===== src/rtl/uart_pkg.sv =====
// Shared UART definitions: default widths and the 3-bit state encodings
// used by the receiver, transmitter and the UART/ALU bridge.
package uart_pkg;

  localparam int DBIT_DEF  = 8;
  localparam int NB_OP_DEF = 6;

  localparam logic [2:0] ST_WAIT_A  = 3'd0;
  localparam logic [2:0] ST_WAIT_B  = 3'd1;
  localparam logic [2:0] ST_WAIT_OP = 3'd2;
  localparam logic [2:0] ST_EXEC    = 3'd3;
  localparam logic [2:0] ST_WAIT_TX = 3'd4;

  typedef enum logic [2:0] {
    WAIT_A  = ST_WAIT_A,
    WAIT_B  = ST_WAIT_B,
    WAIT_OP = ST_WAIT_OP,
    EXEC    = ST_EXEC,
    WAIT_TX = ST_WAIT_TX
  } alu_intf_state_t;

endpackage


===== src/rtl/uart_timeout_cnt.sv =====
// Inter-byte timeout counter: counts while enabled, holds once expired,
// and reports expiry only while enabled.
module uart_timeout_cnt #(
  parameter int TIMEOUT_CYC = 1_000_000
) (
  input  logic clk,
  input  logic reset,
  input  logic clr,
  input  logic en,
  output logic expired
);

  localparam int CW = (TIMEOUT_CYC > 2) ? $clog2(TIMEOUT_CYC) : 1;
  localparam logic [CW-1:0] LAST = CW'(TIMEOUT_CYC - 1);

  logic [CW-1:0] cnt;
  logic          at_last;

  assign at_last = (cnt == LAST);
  assign expired = en && at_last;

  always_ff @(posedge clk or negedge reset) begin
    if (!reset) begin
      cnt <= '0;
    end else if (clr) begin
      cnt <= '0;
    end else if (en && !at_last) begin
      cnt <= cnt + CW'(1);
    end
  end

endmodule


===== src/rtl/uart_alu_intf.sv =====
// Bridges a UART byte stream to a combinational ALU: collects A, B and opcode,
// sends the result back through the transmitter, and flags timeouts/overruns.
module uart_alu_intf
  import uart_pkg::*;
#(
  parameter int DBIT        = DBIT_DEF,
  parameter int NB_OP       = NB_OP_DEF,
  parameter int TIMEOUT_CYC = 1_000_000
) (
  input  logic             clk,
  input  logic             reset,
  input  logic             rx_done_tick,
  input  logic [DBIT-1:0]  rx_data,
  output logic [DBIT-1:0]  alu_a,
  output logic [DBIT-1:0]  alu_b,
  output logic [NB_OP-1:0] alu_op,
  input  logic [DBIT-1:0]  alu_result,
  output logic             tx_start,
  output logic [DBIT-1:0]  tx_data,
  input  logic             tx_done_tick,
  output logic             frame_err,
  output logic             overrun
);

  alu_intf_state_t  state, state_nxt;
  logic [DBIT-1:0]  a_nxt, b_nxt, tx_data_nxt;
  logic [NB_OP-1:0] op_nxt;
  logic             tx_start_nxt, overrun_nxt;
  logic             tmr_clr, tmr_en, tmr_expired;

  uart_timeout_cnt #(
    .TIMEOUT_CYC(TIMEOUT_CYC)
  ) u_timeout (
    .clk    (clk),
    .reset  (reset),
    .clr    (tmr_clr),
    .en     (tmr_en),
    .expired(tmr_expired)
  );

  always_ff @(posedge clk or negedge reset) begin
    if (!reset) begin
      state    <= WAIT_A;
      alu_a    <= '0;
      alu_b    <= '0;
      alu_op   <= '0;
      tx_data  <= '0;
      tx_start <= 1'b0;
      overrun  <= 1'b0;
    end else begin
      state    <= state_nxt;
      alu_a    <= a_nxt;
      alu_b    <= b_nxt;
      alu_op   <= op_nxt;
      tx_data  <= tx_data_nxt;
      tx_start <= tx_start_nxt;
      overrun  <= overrun_nxt;
    end
  end

  // Timer is held clear outside WAIT_B/WAIT_OP, so every entry starts from zero.
  always_comb begin
    state_nxt    = state;
    a_nxt        = alu_a;
    b_nxt        = alu_b;
    op_nxt       = alu_op;
    tx_data_nxt  = tx_data;
    tx_start_nxt = 1'b0;
    overrun_nxt  = 1'b0;
    frame_err    = 1'b0;
    tmr_clr      = 1'b1;
    tmr_en       = 1'b0;
    case (state)
      WAIT_A: begin
        if (rx_done_tick) begin
          a_nxt     = rx_data;
          state_nxt = WAIT_B;
        end
      end
      WAIT_B: begin
        tmr_en  = 1'b1;
        tmr_clr = 1'b0;
        if (rx_done_tick) begin
          b_nxt     = rx_data;
          state_nxt = WAIT_OP;
          tmr_clr   = 1'b1;
        end else if (tmr_expired) begin
          state_nxt = WAIT_A;
          frame_err = 1'b1;
        end
      end
      WAIT_OP: begin
        tmr_en  = 1'b1;
        tmr_clr = 1'b0;
        if (rx_done_tick) begin
          op_nxt    = rx_data[NB_OP-1:0];
          state_nxt = EXEC;
        end else if (tmr_expired) begin
          state_nxt = WAIT_A;
          frame_err = 1'b1;
        end
      end
      EXEC: begin
        tx_data_nxt  = alu_result;
        tx_start_nxt = 1'b1;
        overrun_nxt  = rx_done_tick;
        state_nxt    = WAIT_TX;
      end
      WAIT_TX: begin
        overrun_nxt = rx_done_tick;
        if (tx_done_tick) state_nxt = WAIT_A;
      end
      default: state_nxt = WAIT_A;
    endcase
  end

endmodule

===== config.mk =====
export PLATFORM = sky130hd
export DESIGN_NAME = uart_alu_intf
export DESIGN_NICKNAME = d
export VERILOG_FILES = /design/src/rtl/uart_pkg.sv /design/src/rtl/uart_timeout_cnt.sv /design/src/rtl/uart_alu_intf.sv
export SDC_FILE = /design/constraint.sdc
export NUM_CORES = 1
export LEC_CHECK = 0
export ABC_AREA = 1
export BUFFER_PORTS_ARGS = -buffer_cell sky130_fd_sc_hd__buf_2
export CAP_MARGIN = 40
export CORE_MARGIN = 8
export CORE_UTILIZATION = 58
export DETAILED_ROUTE_END_ITERATION = 12
export HOLD_SLACK_MARGIN = 0.08
export MAX_ROUTING_LAYER = met4
export PLACE_DENSITY_LB_ADDON = 0.25
export SLEW_MARGIN = 25
export SYNTH_ARGS = -nofsm -noshare
export SYNTH_HDL_FRONTEND = slang
export SYNTH_SLANG_ARGS = --single-unit

===== constraint.sdc =====
create_clock -name clk -period 4.46 [get_ports clk]
set_input_delay 0.892 -clock clk [delete_from_list [all_inputs] [get_ports clk]]
set_output_delay 0.892 -clock clk [all_outputs]
set_load 0.01 [all_outputs]

## Word level (Yosys, flattened, before mapping)

Index checks and enable logic that the tools add are counted.

| storage, ports and cells | value |
|---|---|
| logic and storage cells | 43 |
| ROM bits | 0 |
| flip-flop bits (word level) | 55 |
| bits in latches | 0 |
| output and inout bits | 33 |
| bits in writable memories | 0 |
| input bits | 20 |
| memories | 0 |

| operators by class | value |
|---|---|
| order comparisons | 0 |
| bitwise gates (word level) | 0 |
| eq/ne operators | 7 |
| add/sub/neg operators | 1 |
| shift-type cells | 0 |
| div/mod/pow operators | 0 |
| multiply operators | 0 |
| muxes and demuxes | 16 |
| reduce and logical (&&, ||, !) cells | 11 |

Operator list:

| operator | count |
|---|---|
| 20-bit 2-to-1 mux | 2 |
| 20-bit by 1-bit adder with 20-bit output, second input constant | 1 |
| 20-bit == test, second input constant | 1 |
| 3-bit 2-to-1 mux | 5 |
| 3-bit case mux with 5 select lines | 1 |
| 2-bit AND reduction | 4 |
| 1-bit 2-to-1 mux | 7 |
| 3-bit by 2-bit == test with 1-bit output, second input constant | 2 |
| 2-bit != test, second input constant | 2 |
| 2-bit OR reduction | 2 |
| 3-bit by 1-bit == test with 1-bit output, second input constant | 1 |
| 3-bit == test, second input constant | 1 |
| 3-bit zero test | 1 |
| 1-bit logical AND | 2 |
| 1-bit case mux with 2 select lines | 1 |
| 2-bit nonzero test | 1 |
| 1-bit zero test | 1 |

## Depth between registers and ports, before layout

Gate-level depths: netlist of run 1.

| depth | value |
|---|---|
| word-level depth | 7 |
| mapped depth | 10 |
| mapped depth without buffers | 10 |

## Cells and area by module

Synthesis of run 1 repeated with hierarchy kept, for this count alone.

| unflattened totals | value |
|---|---|
| cells, all modules | 352 |
| area total of the unflattened synthesis | 2824.0 um2 |

By module, submodules not included:

| module | instances | cells each | area each (um2) | sequential area each (um2) |
|---|---|---|---|---|
| uart_timeout_cnt | 1 | 207 | 1430.1 | 500.5 |
| uart_alu_intf | 1 | 145 | 1393.8 | 875.8 |

## Worst setup path before layout of run 1

No wires, ideal clock.

| path | value |
|---|---|
| path type | input -> output |
| from | input rx_done_tick |
| to | output frame_err |
| path buffers | 1 |
| path slack | 2.228 ns |
| cell stages on the path | 4 |
| arrival time | 1.340 ns |
| data required time | 3.568 ns |
| cell sequence | buf_4 a21oi_1 nand3_1 inv_1 |

| on the way | value |
|---|---|
| longest elaborated chain between the ends | 2 |

RTL lines:

| what | line | RTL |
|---|---|---|
| from (decl) | uart_alu_intf.sv:12 | `input logic rx_done_tick,` |
| 1-bit 2-to-1 mux | uart_alu_intf.sv:95 | `if (rx_done_tick) begin` |
| 1-bit 2-to-1 mux | n/a |  |
| to (decl) | uart_alu_intf.sv:21 | `output logic frame_err,` |

No other way between the ends.

## Worst setup path in the final report of run 1

| path | value |
|---|---|
| from | register u_timeout.cnt[0] |
| to | output frame_err |

| on the way | value |
|---|---|
| longest elaborated chain between the ends | 5 |

RTL lines:

| what | line | RTL |
|---|---|---|
| from (decl) | uart_timeout_cnt.sv:16 | `logic [CW-1:0] cnt;` |
| from (signal assigned) | uart_timeout_cnt.sv:28 | `cnt <= cnt + CW'(1);` |
| 20-bit == test | uart_timeout_cnt.sv:19 | `assign at_last = (cnt == LAST);` |
| 1-bit logical AND | uart_timeout_cnt.sv:20 | `assign expired = en && at_last;` |
| 1-bit 2-to-1 mux | uart_alu_intf.sv:87, uart_alu_intf.sv:98 |  |
| 1-bit 2-to-1 mux | uart_alu_intf.sv:95 |  |
| 1-bit 2-to-1 mux | n/a |  |

No other way between the ends.

==> qor.csv, run 1 <==
metric,value,unit
crit_type,reg -> out,
cts_buffer_depth,2,
r2r-start,u_timeout.cnt[0],
setup_viol,0,
cp_top_family,simple AND/OR/NAND/NOR gates,
grt_overflow,0,
post-cts-setup-buffers,0,
yosys_warnings,0,
maxSlewViolCount,0,
required,3.57,ns
initial_utilization,59.8,%
cp_max_fo,6,
clock.fmax,397,MHz
synth_area,2600,sq um
tns,0,ns
r2r-end,u_timeout.cnt[14],
p_seq_share,45.6,%
grt_pass1_wl,9250,microns
cts_buffers,5,
switchingPower,670,uW
cts_tree,done,
crit_chain,ha_1 -> nand3_2 -> nor2_1 -> nand3_1 -> inv_1 -> buf_2,
hold_path_class,reg -> reg,
finalCritPeriodShare,56.5,%
max_cap_violations,0,
antenna_found_initial,0,
dieWidth,83,microns
areaGrowthSynthToFinish,15.5,%
seq_area_frac_synth,52.9,%
portBuffers,52,
drc,0,
fin_total_pwr,1.70,mW
synth-seq-cells,55,
grt_pass1_vias,2170,
nNetsFinal,392,
post_cts_resized,0,
hold_violations,0,
clock_skew,0.00791,ns
combPwrFrac,38.7,%
cp_slowest_cell,dfrtp_1,
num_io_pins,53,
die_y,83,microns
min_period,2.52,ns
drive_gt1_share,25.0,%
path_buf_inv,2,
synth.avg_cell_area,8.24,sq um
dieArea,6890,sq um
num-fill-cells,372,
slew_headroom,60.5,%
pwr-share-clk,15.7,%
cp-start-kind,flip-flop,
p_leak,1.53,nW
worstMarginPinSlew,0.590,ns
num_rows,24,
cts-hold-fix-buffers,0,
r2r_cells,8,
dp_hpwl,3960,microns
min_from,tx_data[3],
core-area,4350,sq um
n_antenna_cell,0,
grt_max_degree,37,
r2r_slack,2.90,ns
max_stage_delay,0.41,ns
first_iter_violations,83,
status,"complete, no violations",
internal_power,1.03,mW
synth_cells,316,
gp_congestion,0.845,
synth_nets,337,
vdd_drop_max,373,uV
drtPass1Iterations,4,
cts-root-buf,clkbuf_8,
cts.sinks,55,
grt_util_all_layers,16.1,%
post_drt_wl_per_cell,12.4,microns
final_antenna_net_count,0,
setup.worst_path.end_class,output pin,
switching_share,39.5,%
rsz0062_at_grt,no,
vias_per_cell,5.07,
crit_arrival,1.63,ns
clk_pin_slew,0.09,ns
min_path_cells,2,
min_delay_worst_endpoint,tx_data[3],
vias,2149,
insertion_delay,0.31,ns
htree_levels,2,
power_density,564,nW/um^2
wl,5240,microns
synthDistinctLibCells,29,
## placed cells by master, fill, tap and decap left out, types with 2 or more instances in the layout
master / synthesis / final
o21ai_0: 15 / 15
nand4_1: 3 / 3
nand2_2: 3 / 3
a21oi_1: 12 / 12
o21ai_2: 8 / 8
inv_1: 28 / 28
dfrtp_1: 55 / 55
nand3b_1: 2 / 2
inv_2: 5 / 5
o21ai_1: 8 / 8
nand3_2: 2 / 2
nand2_1: 103 / 103
a21oi_2: 2 / 2
nor2_1: 34 / 34
buf_2: 3 / 52
or2_2: 4 / 4
nor2_2: 4 / 4
nand3_1: 10 / 10
nor3_1: 4 / 4
clkbuf_8: 0 / 5
## kinds of logic (layout without fill, tap and decap cells)
| group | Yosys count | count (layout) | share of synthesized area (%) |
|---|---|---|---|
| flops | 55 | 55 | 52.9 |
| compound gates | 47 | 47 | 11.0 |
| buf+inv | 39 | 95 | 6.34 |
| simple gates | 174 | 174 | 29.4 |
| fa+ha+maj | 1 | 1 | 0.480 |
## worst max path at each step
stage                           from   endpoint  slack [ns]  cells past startpoint
floorplan               rx_done_tick  frame_err        2.23                      4
global placement        rx_done_tick  frame_err        2.08                      5
detailed placement      rx_done_tick  frame_err        2.02                      5
CTS                 u_timeout.cnt[0]  frame_err        1.93                      6
global route        u_timeout.cnt[0]  frame_err        1.81                      6
finish              u_timeout.cnt[0]  frame_err        1.94                      6
## Yosys cell counts
cell | n | share of area [%]
nor3_1 | 4 | 0.77
a21oi_1 | 12 | 2.3
dfrtp_1 | 55 | 53
o21ai_0 | 15 | 2.9
nand4_1 | 3 | 0.72
nand3_1 | 10 | 1.9
o21ai_4 | 1 | 0.62
nand2_2 | 3 | 0.72
inv_1 | 28 | 4.0
nor3_4 | 1 | 0.62
nand3b_1 | 2 | 0.58
nor2_1 | 34 | 4.9
buf_4 | 2 | 0.58
nand3_4 | 1 | 0.67
inv_2 | 5 | 0.72
nand2_1 | 103 | 15
nor4_1 | 1 | 0.24
or2_1 | 1 | 0.24
buf_2 | 3 | 0.58
nand3_2 | 2 | 0.77
ha_1 | 1 | 0.48
nor2_2 | 4 | 0.96
a31oi_1 | 1 | 0.24
o21ai_1 | 8 | 1.5
o21ai_2 | 8 | 2.7
a21oi_2 | 2 | 0.67
nor2_4 | 1 | 0.43
or2_2 | 4 | 0.96
buf_6 | 1 | 0.43
## tightest hold or removal path: cells and delay by family (launching register included)
kind	cells	cell delay [ns]
AND/OR/NAND/NOR	2	0.09
flip-flops	1	0.35
## layer usage
| layer | part of all wire, % | vias to the layer above | wire [microns] | GRT usage (%) |
|---|---|---|---|---|
| li1 | - | 1106 | - | - |
| met1 | 50 | 998 | 2600 | 20.2 |
| met2 | 46 | 40 | 2420 | 24.2 |
| met3 | 3.1 | 5 | 164 | 4.20 |
| met4 | 0.92 | 0 | 48 | 6.55 |
| met5 | 0 | - | 0 | - |
## flip-flops by register name, indices dropped and copies added, names as in the netlist
signal,count
u_timeout.cnt,20
alu_a,8
alu_b,8
tx_data,8
alu_op,6
state,3
overrun,1
tx_start,1
## power groups by stage
stage,clock network [mW],registers [mW],logic [mW]
after global placement,0,0.779,0.651
after CTS,0.276,0.773,0.669
after floorplan,0,0.837,0.387
after global routing,0.290,0.797,0.753
after detailed placement,0,0.776,0.673
final,0.267,0.774,0.657
## stage by stage
step                cells  util, %  setup WS [ns]  hold slack [ns]  instance area (sq um)
finish                424     69.1           1.94            0.471                   3010
global route          424     69.1           1.81            0.498                   3010
CTS                   423     68.4           1.93            0.476                   2980
detailed placement    415     66.5           2.02            0.454                   2900
global placement      415     66.5           2.08            0.448                   2900
floorplan             316        -           2.23            0.468                   2600
## cell type report
cell class	instances	area [sq um]	share of cell area, %
sequential	55	1380	45.8
multi-input combinational	222	1060	35.3
timing repair buffer	54	295	9.82
inverter	33	124	4.12
clock buffer	6	72.6	2.41
tap	52	65.1	2.16
clock inverter	2	12.5	0.416
Power figures use the tool's default switching activity.
==> run 2, diff against run 1 <==
- CORE_UTILIZATION: 58 -> 49
- clock period: 4.46 -> 2.3 ns (I/O delays scaled with it)
==> run 2 against run 1 <==
Cell area is 0.83% higher. Clock power grew 120%. Critical path depth unchanged. Combinational power rose by 96%. Global-route usage shrank 0.88 points. Register-to-register slack worse by 2.2 ns. Sequential power increased by 94%. Critical path type unchanged.
==> qor.csv, run 2 (synthesized netlist as in run 1, its figures left out) <==
metric,value,unit
initial_utilization,51.0,%
antenna_found_initial,0,
cts.sinks,55,
max_cap_violations,0,
dieWidth,88.9,microns
clock_skew,0.00882,ns
clock.fmax,480,MHz
n_antenna_cell,0,
insertion_delay,0.31,ns
drive_gt1_share,25.1,%
worst_slack,0.217,ns
areaGrowthSynthToFinish,16.5,%
post-cts-setup-buffers,0,
finalNonFillerCells,441,
crit_type,reg -> out,
core-area,5110,sq um
slew_headroom,61.8,%
multiInputGateArea,1060,sq um
vias_per_cell,4.82,
hold_path_class,in -> async,
gp_congestion,0.867,
status,"complete, no violations",
grt_util_all_layers,15.2,%
tns,0,ns
dpl_cell_area,2930,sq um
grt_pass1_vias,2114,
pre_cts_slack,0.556,ns
wl,5400,microns
post_drt_wl_per_cell,12.3,microns
cp_max_fo,6,
cts_tree,done,
final_antenna_net_count,0,
grt_pass1_wl,9230,microns
clk_pin_slew,0.10,ns
stdcell_area,3030,sq um
dp.cells,433,
p_leak,1.53,nW
portBuffers,52,
layout_common_cells,"nand2_1 (103), dfrtp_1 (55), buf_2 (52)",
final_common_cell,nand2_1,
largest_reg_flops,20,
htree_levels,2,
cp-start-kind,flip-flop,
cts_buffer_depth,2,
maxSlewViolCount,0,
hold_violations,0,
setup_viol,0,
top_register,u_timeout.cnt,
vdd_drop_max,577,uV
required,1.84,ns
r2r-start,state[1],
r2r_cells,6,
crit_arrival,1.62,ns
drtPass1Iterations,4,
first_iter_violations,76,
cts_buffers,5,
vias,2126,
die_y,88.9,microns
num_rows,26,
grt_max_degree,35,
cts-hold-fix-buffers,0,
finalCritPeriodShare,90.6,%
setup.worst_path.end_class,output pin,
r2r_slack,0.71,ns
regArea,1380,sq um
r2r-end,u_timeout.cnt[6],
rsz0062_at_grt,no,
nNetsFinal,391,
drc,0,
worstMarginPinSlew,0.571,ns
cts-root-buf,clkbuf_8,
dp_hpwl,4070,microns
grt_overflow,0,
dieArea,7900,sq um
num-fill-cells,489,
whs,0.119,ns
num_io_pins,53,
power_density,1110,nW/um^2
min_period,2.08,ns
post_cts_resized,0,
run 2: layout make-up:
type                    count  share of cell area (%)
clock inverters             2                   0.660
inverters                  33                    4.08
repair buffers             53                    9.24
multi-input cells         222                    35.0
clock buffers               6                    2.72
flip-flops and latches     55                    45.4
well taps                  70                    2.89
run 2: worst max path at each step:
stage / start / endpoint / slack, ns / cells past startpoint
2_1_floorplan: u_timeout.cnt[0] / frame_err / 0.77 / 5
3_3_place_gp: u_timeout.cnt[0] / frame_err / 0.62 / 6
3_5_place_dp: u_timeout.cnt[0] / frame_err / 0.56 / 6
4_1_cts: u_timeout.cnt[0] / frame_err / 0.21 / 6
5_1_grt: u_timeout.cnt[0] / frame_err / 0.10 / 6
6_report: u_timeout.cnt[0] / frame_err / 0.22 / 6
run 2: report_power, final:
part / switching, mW / leakage [nW] / internal (mW)
Sequential: 0.207 / 0.713 / 1.29
Clock: 0.336 / 0.0533 / 0.254
Combinational: 0.806 / 0.766 / 0.486
Total: 1.35 / 1.53 / 2.03
run 2: metrics by stage:
| step | total power [mW] | util, % |
|---|---|---|
| 2_1_floorplan | 2.37 | - |
| 3_3_place_gp | 2.79 | 57.4 |
| 3_5_place_dp | 2.84 | 57.4 |
| 4_1_cts | 3.43 | 59.4 |
| 5_1_grt | 3.66 | 59.4 |
| 6_report | 3.38 | 59.4 |
run 2: routing by layer:
metal / track usage, % / wire (microns)
met1: 19.6 / 2730
met2: 23.4 / 2430
met3: 3.03 / 171
met4: 5.07 / 68
met5: - / 0
run 2: worst max-delay path, cell delays in order (launching register included):
cell and delay [ns]:
dfrtp_1 0.42, ha_1 0.27, nand3_2 0.16, nor2_1 0.16, nand3_1 0.12, inv_1 0.07, buf_2 0.12
==> run 3, diff against run 2 <==
- BUFFER_PORTS_ARGS: -buffer_cell sky130_fd_sc_hd__buf_2 -> default
- CORE_UTILIZATION: 49 -> 56
- DONT_BUFFER_PORTS: default -> 1
- SLEW_MARGIN: 25 -> default
==> run 3 against run 2 <==
Worst hold slack better by 0.14 ns. Clock power is 3% lower. First-iteration DRC count is 30% higher. Combinational power is 32% lower. Setup slack better by 0.059 ns. Sequential power is 12% higher. Clock skew is 0.0024 ns lower. Global-route usage is 0.47 points higher. Largest cell class unchanged. Largest power group unchanged.
==> qor.csv, run 3 (synthesized netlist as in run 1, its figures left out) <==
metric,value,unit
finalCritPeriodShare,88.0,%
pwr-share-clk,18.3,%
post_cts_resized,0,
clock.fmax,494,MHz
vias,1940,
dieWidth,84.2,microns
nNetsFinal,340,
initial_utilization,56.6,%
die_y,84.2,microns
switchingPower,1.30,mW
power_density,1130,nW/um^2
p_seq_share,53.8,%
r2r-end,u_timeout.cnt[0],
crit_type,reg -> out,
core-area,4600,sq um
internal_power,1.83,mW
worstMarginPinSlew,0.573,ns
max_cap_violations,0,
switching_share,41.6,%
dp_hpwl,3850,microns
dieArea,7090,sq um
setup.worst_path.end_class,output pin,
grt_pass1_vias,1913,
clk_pin_slew,0.10,ns
r2r_slack,0.70,ns
num_io_pins,53,
utilization,60.1,%
finalNonFillerCells,374,
vdd_drop_max,863,uV
crit_arrival,1.56,ns
combPwrFrac,27.9,%
largest_reg_flops,20,
clock_skew,0.00641,ns
p_leak,1.31,nW
cts_buffers,5,
post-cts-setup-buffers,0,
drive_gt1_share,12.8,%
slew_headroom,61.7,%
areaGrowthSynthToFinish,6.15,%
cts-hold-fix-buffers,2,
hold_path_class,in -> reg,
portBuffers,0,
vias_per_cell,5.19,
grt_util_all_layers,15.7,%
final_common_cell,nand2_1,
cts_tree,done,
cp_max_fo,6,
min_delay_worst_endpoint,tx_data[5],
setup_viol,0,
grt_pass1_wl,8910,microns
r2r-start,state[1],
top_register,u_timeout.cnt,
cts-root-buf,clkbuf_8,
grt_max_degree,56,
htree_levels,2,
insertion_delay,0.31,ns
tns,0,ns
min_period,2.02,ns
final_antenna_net_count,0,
gp_congestion,0.831,
first_iter_violations,99,
cts.sinks,55,
wl,5290,microns
startpoint,u_timeout.cnt[0],
drtPass1Iterations,4,
layout_common_cells,"nand2_1 (103), dfrtp_1 (55), nor2_1 (34)",
min_from,alu_result[5],
grt_overflow,0,
min_path_cells,2,
n_antenna_cell,0,
required,1.84,ns
drc,0,
cts_buffer_depth,2,
rsz0062_at_grt,no,
hold_violations,0,
cp-start-kind,flip-flop,
maxSlewViolCount,0,
dp.cells,364,
status,"complete, no violations",
r2r_cells,7,
post_drt_wl_per_cell,14.1,microns
antenna_found_initial,0,
num_rows,25,
==> run 3: cell count changes in the layout (fill, tap and decap cells not counted), sizes merged <==
cell,before,now
clkbuf,6,5
clkinvlp,0,1
clkinv,1,0
buf,53,1
inv,34,35
dlygate4sd3,0,1
==> run 3: layout make-up <==
class / count / area (sq um)
Fill cell: 421 / 1830
Clock buffer: 5 / 68.8
Sequential cell: 55 / 1380
Timing Repair Buffer: 2 / 37.5
Multi-Input combinational cell: 222 / 1060
Tap cell: 54 / 67.6
Inverter: 33 / 124
Clock inverter: 3 / 27.5
==> run 3: metal layers <==
| metal | global-route usage (%) | up-vias | share of wire [%] |
|---|---|---|---|
| li1 | - | 1001 | - |
| met1 | 19.1 | 894 | 47 |
| met2 | 24.0 | 40 | 46 |
| met3 | 5.42 | 5 | 6.2 |
| met4 | 4.71 | 0 | 1.1 |
| met5 | - | - | 0 |
==> run 3: power groups by stage <==
| stage | clock [mW] | combinational (mW) | sequential, mW |
|---|---|---|---|
| floorplan | 0 | 0.751 | 1.62 |
| global placement | 0 | 0.825 | 1.71 |
| detailed placement | 0 | 0.865 | 1.71 |
| CTS | 0.586 | 0.885 | 1.70 |
| global route | 0.617 | 1.01 | 1.74 |
| finish | 0.572 | 0.874 | 1.68 |
==> run 3: critical path, stage by stage (launching register included) <==
cell and delay, ns:
dfrtp_1 0.42, ha_1 0.26, nand3_2 0.16, nor2_1 0.19, nand3_1 0.11, inv_1 0.12
==> run 3: worst max-delay path by stage <==
stage                     slack [ns]         to
final                           0.28  frame_err
after CTS                       0.28  frame_err
after floorplan                 0.77  frame_err
after detailed placement        0.64  frame_err
after global routing            0.18  frame_err
after global placement          0.68  frame_err
==> run 3: per-stage QoR <==
stage          power (mW)  instance area (sq um)  setup slack, ns  hold WS, ns
2_1_floorplan        2.37                   2600            0.766        0.164
5_1_grt              3.37                   2760            0.178        0.249
3_5_place_dp         2.57                   2630            0.636        0.166
6_report             3.13                   2760            0.276        0.260
3_3_place_gp         2.53                   2630            0.679        0.166
4_1_cts              3.17                   2760            0.281        0.253
